[config.mk]
export PLATFORM = sky130hd
export DESIGN_NAME = rs_latch_nand_driver
export DESIGN_NICKNAME = d
export VERILOG_FILES = /design/src/rtl/rs_latch_nand_driver_pkg.sv /design/src/rtl/rs_latch_nand_driver_sync_2ff.sv /design/src/rtl/rs_latch_nand_driver.sv
export SDC_FILE = /design/constraint.sdc
export NUM_CORES = 1
export LEC_CHECK = 0
export ABC_CLOCK_PERIOD_IN_PS = 1550
export CORE_AREA = 2 2 39 41
export CTS_BUF_LIST = sky130_fd_sc_hd__clkbuf_8
export DETAILED_ROUTE_END_ITERATION = 8
export DIE_AREA = 0 0 41 43
export PLACE_DENSITY = 0.62
export SLEW_MARGIN = 10
export SYNTH_ARGS = -nofsm -noshare
export SYNTH_HDL_FRONTEND = slang
export SYNTH_HIERARCHICAL = 1
export SYNTH_SLANG_ARGS = --single-unit
[constraint.sdc]
create_clock -name clk -period 1.55 [get_ports clk]
set_input_delay 0.31 -clock clk [delete_from_list [all_inputs] [get_ports clk]]
set_output_delay 0.31 -clock clk [all_outputs]
set_load 0.005 [all_outputs]
[src/rtl/rs_latch_nand_driver_pkg.sv]
// Shared encodings and sizing helpers for the NAND RS-latch driver.
// Pure declarations: no logic, no latency, no flow control.
package rs_latch_nand_driver_pkg;

  typedef enum logic [1:0] {
    ST_IDLE  = 2'd0,
    ST_PULSE = 2'd1,
    ST_GAP   = 2'd2
  } state_e;

  localparam logic OP_SET = 1'b1;
  localparam logic OP_RST = 1'b0;

  // Counter must hold max(PULSE_W, GAP_W)-1; never narrower than one bit.
  function automatic int cnt_width(input int pulse_w, input int gap_w);
    int m;
    int w;
    m = (pulse_w > gap_w) ? pulse_w : gap_w;
    w = $clog2(m);
    return (w < 1) ? 1 : w;
  endfunction

endpackage

[src/rtl/rs_latch_nand_driver_sync_2ff.sv]
// Two-flop synchronizer for a single asynchronous bit, reset to 0.
// Latency 2 clk edges; no flow control.
module sync_2ff (
  input  logic clk,
  input  logic rst_n,
  input  logic d,
  output logic q
);

  logic ff1_q, ff1_d;
  logic ff2_q, ff2_d;

  always_comb begin
    ff1_d = d;
    ff2_d = ff1_q;
  end

  always_ff @(posedge clk or negedge rst_n) begin
    if (!rst_n) begin
      ff1_q <= 1'b0;
      ff2_q <= 1'b0;
    end else begin
      ff1_q <= ff1_d;
      ff2_q <= ff2_d;
    end
  end

  assign q = ff2_q;

endmodule

[src/rtl/rs_latch_nand_driver.sv]
// Drives s_n/r_n of a NAND RS latch with timed exclusive pulses, then reads q back.
// One command per PULSE_W+GAP_W+1 cycles; cmd_ready low while a command is in flight.
module rs_latch_nand_driver
  import rs_latch_nand_driver_pkg::*;
#(
  parameter int PULSE_W = 4,
  parameter int GAP_W   = 2
) (
  input  logic clk,
  input  logic rst_n,
  input  logic cmd_valid,
  input  logic cmd_op,
  output logic cmd_ready,
  output logic s_n,
  output logic r_n,
  input  logic q_fb,
  output logic q_now,
  output logic done,
  output logic err
);

  localparam int CW = cnt_width(PULSE_W, GAP_W);
  localparam logic [CW-1:0] PULSE_LOAD = CW'(PULSE_W - 1);
  localparam logic [CW-1:0] GAP_LOAD   = CW'(GAP_W - 1);

  state_e        state_q, state_d;
  logic [CW-1:0] cnt_q, cnt_d;
  logic          target_q, target_d;
  logic          s_n_q, s_n_d;
  logic          r_n_q, r_n_d;
  logic          done_q, done_d;
  logic          err_q, err_d;
  logic          finish;

  sync_2ff u_sync_q (
    .clk   (clk),
    .rst_n (rst_n),
    .d     (q_fb),
    .q     (q_now)
  );

  always_ff @(posedge clk or negedge rst_n) begin
    if (!rst_n) begin
      state_q  <= ST_IDLE;
      cnt_q    <= '0;
      target_q <= OP_RST;
      s_n_q    <= 1'b1;
      r_n_q    <= 1'b1;
      done_q   <= 1'b0;
      err_q    <= 1'b0;
    end else begin
      state_q  <= state_d;
      cnt_q    <= cnt_d;
      target_q <= target_d;
      s_n_q    <= s_n_d;
      r_n_q    <= r_n_d;
      done_q   <= done_d;
      err_q    <= err_d;
    end
  end

  always_comb begin
    state_d  = state_q;
    cnt_d    = cnt_q;
    target_d = target_q;
    finish   = 1'b0;
    case (state_q)
      ST_IDLE: begin
        if (cmd_valid) begin
          target_d = cmd_op;
          cnt_d    = PULSE_LOAD;
          state_d  = ST_PULSE;
        end
      end
      ST_PULSE: begin
        if (cnt_q == '0) begin
          cnt_d   = GAP_LOAD;
          state_d = ST_GAP;
        end else begin
          cnt_d = cnt_q - CW'(1);
        end
      end
      ST_GAP: begin
        if (cnt_q == '0) begin
          state_d = ST_IDLE;
          finish  = 1'b1;
        end else begin
          cnt_d = cnt_q - CW'(1);
        end
      end
      default: begin
        state_d = ST_IDLE;
        cnt_d   = '0;
      end
    endcase
  end

  // Pulse levels come from the next state so they are registered with it;
  // a single pulse condition gates both lines, so they can never both be low.
  always_comb begin
    cmd_ready = (state_q == ST_IDLE);
    s_n_d     = !((state_d == ST_PULSE) && (target_d == OP_SET));
    r_n_d     = !((state_d == ST_PULSE) && (target_d == OP_RST));
    done_d    = finish;
    err_d     = finish && (q_now != target_q);
  end

  assign s_n  = s_n_q;
  assign r_n  = r_n_q;
  assign done = done_q;
  assign err  = err_q;

endmodule

Word-level counts from Yosys, hierarchy flattened. Index checks and enable logic that the tools add are counted.

$add $sub $neg: 1. Equal/unequal tests: 6. Mux-type cells: 12. Bitwise gates (word level): 1. Reductions and logical operators: 8.

Operator list (count): 2-to-1 mux 2 bit (6); case mux 2 bit (3 select lines) (2); equality test 2 x 1 -> 1 bit (second input constant) (2); logical NOT 2 bit (2); 2-to-1 mux 1 bit (4); != test 2 bit (second input constant) (2); logical AND 1 bit (3); equality test 2 bit (second input constant) (1); logical NOT 1 bit (2); AND reduction 2 bit (1); subtractor 2 x 1 -> 2 bit (second input constant) (1); != test 1 bit (1); NOT 1 bit (1).

Bits in registers: 11. Bits of input ports: 5. Output and inout bits: 6. Logic and storage cells: 37.

Depth between registers and ports, before layout.
Depth in word-level cells: 6. Depth in mapped cells: 5. Mapped depth without buffers: 5.

Modules after synthesis. Netlist, hierarchy kept.

By module, submodules not included: rs_latch_nand_driver (times used 1, cells an instance 39, area an instance 446.7 sq um, seq. area each 227.7 sq um); sync_2ff (times used 1, cells an instance 2, area an instance 50.0 sq um, seq. area each 50.0 sq um).

Least setup slack after synthesis. No wires, ideal clock.

Path kind: register to register. From: register state_q[0]. To: register r_n_q, in the netlist r_n. Setup time: 0.082 ns. Arrival: 1.242 ns. Data required time: 1.468 ns. Setup slack: 0.226 ns. Stages on the path, launching flop included: 5. Buffers on the path: 1. Clock period less this slack: 1.324 ns. Cells stage by stage: dfrtp_1 buf_6 nor3b_2 mux2_4 a211o_1.

Cells in the longest elaborated chain, start to end: 5. Elaborated cells on any way between the ends: 12. Those cells by class: eq/ne (3); mux (5); bitwise (1); reduce/logical (3).

RTL lines: start, declared (RTL line rs_latch_nand_driver.sv:26) `state_e state_q, state_d;`; start signal, assigned (RTL line rs_latch_nand_driver.sv:52) `state_q <= state_d;`; logical NOT 2 bit (RTL line rs_latch_nand_driver.sv:67) `case (state_q)`; 2-to-1 mux 1 bit (RTL line rs_latch_nand_driver.sv:67); via target_d (RTL line rs_latch_nand_driver.sv:28) `logic target_q, target_d;`; NOT 1 bit (RTL line rs_latch_nand_driver.sv:103) `r_n_d = !((state_d == ST_PULSE) && (target_d == OP_RST));`; logical AND 1 bit (RTL line rs_latch_nand_driver.sv:103); logical NOT 1 bit (RTL line rs_latch_nand_driver.sv:103); via r_n_d (RTL line rs_latch_nand_driver.sv:30) `logic r_n_q, r_n_d;`; end signal, assigned (RTL line rs_latch_nand_driver.sv:56) `r_n_q <= r_n_d;`; end, declared (RTL line rs_latch_nand_driver.sv:30).

The timed path passes the listed nets, and every way through them passes these cells. A chain may end at the register's enable or synchronous reset.

Final worst setup path. Same ends and word-level chain as after synthesis.

==> metrics.yaml <==
outcome:
  status: "finished clean"
clock_network:
  cts_buffers: 3
  cts_tree: "yes"
  cts_buffer_depth: 2
  cts-htree-levels: 1
  clock_latency_ps: 230
  numClockSinks: 11
  clkTransAtPathRegs_ps: 50
  cts-root-buf: "clkbuf_8"
placed_design:
  dp_hpwl_um: 646
  numPortBuffers: 10
  placed_cell_area_um2: 639
  gp_congestion: 0.730
sta:
  setup_viol: 0
  maxSlewHeadroom: 0.681
  tightest_slew_ps: 477
  finalCritPeriodShare: 0.982
  grt_setup_unrepaired: "no"
  hold_viol: 0
  period_needed_ps: 1520
  skew_ps: 2.46
  hold_ws_ps: 353
  drv_slew: 0
  clock.fmax_mhz: 657
yosys:
  ys.flop_type: "dfrtp_1"
  synthArstFlopShare: 1.00
  syn-num-nets: 48
  netlist_instances: 41
  synth_edf_count: 0
  yosysWarnings: 6
  synth_area_um2: 497
  ys_seq_area_frac: 0.559
  synth-seq-cells: 11
  synth.avg_cell_area_um2: 12.1
  synth_cell_type_count: 22
die:
  initial_core_util: 0.359
  boundaryPins: 11
  core-area_mm2: 0.00138
  rows: 14
  die_w_um: 41
  fp.dieH_um: 43
  die_area_mm2: 0.00176
pwr:
  irDropWorstVdd_uv: 952
  p_leak_nw: 0.342
  power_density_mw_per_mm2: 1860
worst_hold_path:
  hp-class: "reg2reg"
detailed_routing:
  drc: 0
  drt_iter0_drc: 3
  detail-route-antenna-nets: 0
  vias: 354
  wirelength_um: 843
  vias_per_cell: 4.54
  drtPass1Iterations: 2
  wl_per_cell_um: 10.8
finish:
  synthToLayoutAreaGrowth_pct: 43.6
  drive_gt1_frac: 0.323
  fin_area_um2: 713
  fin_nets: 70
  insertedDiodeCount: 0
  post-route-util: 0.515
run:
  maxCapViolations: 0
setup_path:
  endpoint_kind: "flop"
  cp_max_fo: 5
  path_class: "reg2reg"
  worstPathArrival_ps: 1680
  start_kind: "flop"
  cp.required_ps: 1710
grt:
  grt_max_degree: 12
  grt_pass1_wl_um: 1390
  overflow: 0
  antenna_found_initial: 0
  grt_pass1_vias: 344
  grt_usage: 0.125
[critical path: stages (launching register included)]
cell and delay (ps):
dfrtp_1 390, buf_4 140, buf_4 140, nor3b_2 200, mux2_4 320, a211o_1 260
[cell type report]
| type | instances | area (um^2) |
|---|---|---|
| fill | 137 | 671 |
| sequential | 11 | 278 |
| multi-input combinational | 25 | 188 |
| timing repair buffer | 19 | 171 |
| clock buffer | 3 | 41.3 |
| tap | 16 | 20.0 |
| inverter | 3 | 11.3 |
| clock inverter | 1 | 3.75 |
[cells in the mapped netlist, drive strengths merged (2+ instances only)]
cell type,n,area share
buf,2,0.045
or2b,2,0.035
ha,2,0.050
nand2,2,0.015
inv,3,0.023
o21ai,2,0.020
dfstp,2,0.11
dfrtp,9,0.45
a21oi,4,0.040
[registers in the layout, summed over array words and instances (netlist names)]
name            flops
target_q            1
state_q             2
r_n                 1
u_sync_q/ff1_q      1
u_sync_q/q          1
cnt_q               2
done                1
err                 1
s_n                 1
[worst paths after layout]
path	from	to	slack [ps]	depth (start not counted)
min in group asynchronous	rst_n	target_q	410	1
worst max-delay path	state_q[0]	r_n	30	5
worst min register to register	u_sync_q/ff1_q	u_sync_q/q	350	0
worst min-delay path	u_sync_q/ff1_q	u_sync_q/q	350	0
worst max register to register	state_q[0]	r_n	30	5
max in group asynchronous	rst_n	s_n	800	1
[where the power goes]
part	leakage (nW)	internal (mW)	switching (mW)
registers	0.132	0.397	0.0538
clock network	0.0269	0.173	0.0927
logic	0.183	0.358	0.252
total	0.342	0.927	0.399
[placed cells by master, fill, tap and decap left out, types with 2 or more instances in the layout]
| cell | netlist | routed |
|---|---|---|
| dfrtp_1 | 9 | 9 |
| buf_4 | 0 | 9 |
| clkdlybuf4s50_1 | 0 | 7 |
| inv_1 | 3 | 4 |
| a21oi_1 | 4 | 4 |
| clkbuf_8 | 0 | 3 |
| o21ai_0 | 2 | 2 |
| or2b_2 | 2 | 2 |
| nand2_1 | 2 | 2 |
| ha_1 | 2 | 2 |
| dlymetal6s2s_1 | 0 | 2 |
| dfstp_2 | 2 | 2 |
[metrics by stage]
step	setup WS (ps)	TNS, ps	total power [mW]	instances
final	28.0	0	1.33	78
after CTS	5.68	0	1.33	77
after global placement	-69.6	-69.6	1.01	71
after detailed placement	-88.9	-88.9	1.02	71
after floorplan	226	0	0.821	41
after global routing	3.90	0	1.44	78
[kinds of logic after synthesis]
family | synth area share
buffers and inverters | 0.0680
muxes | 0.0302
adders and majority gates | 0.0504
AOI/OAI and AO/OA | 0.126
xor gates and xnor gates | 0.0176
and+or+nand+nor | 0.149
DFF | 0.559
[metal layers]
layer,track usage,up-vias,routed length (um),share of wire
li1,-,180,-,-
met1,0.140,169,392,0.47
met2,0.188,5,424,0.50
met3,0.0785,0,26,0.031
met4,0.0400,0,0,0
met5,0,-,0,0
[what timing repair did]
action / CTS / global route
resized for setup: 2 / 2
endpoints found under the setup margin: 1 / 3
buffers inserted: 2 / 1
hold buffers: 0 / 0
No activity file was read; power rests on OpenSTA's default activity.
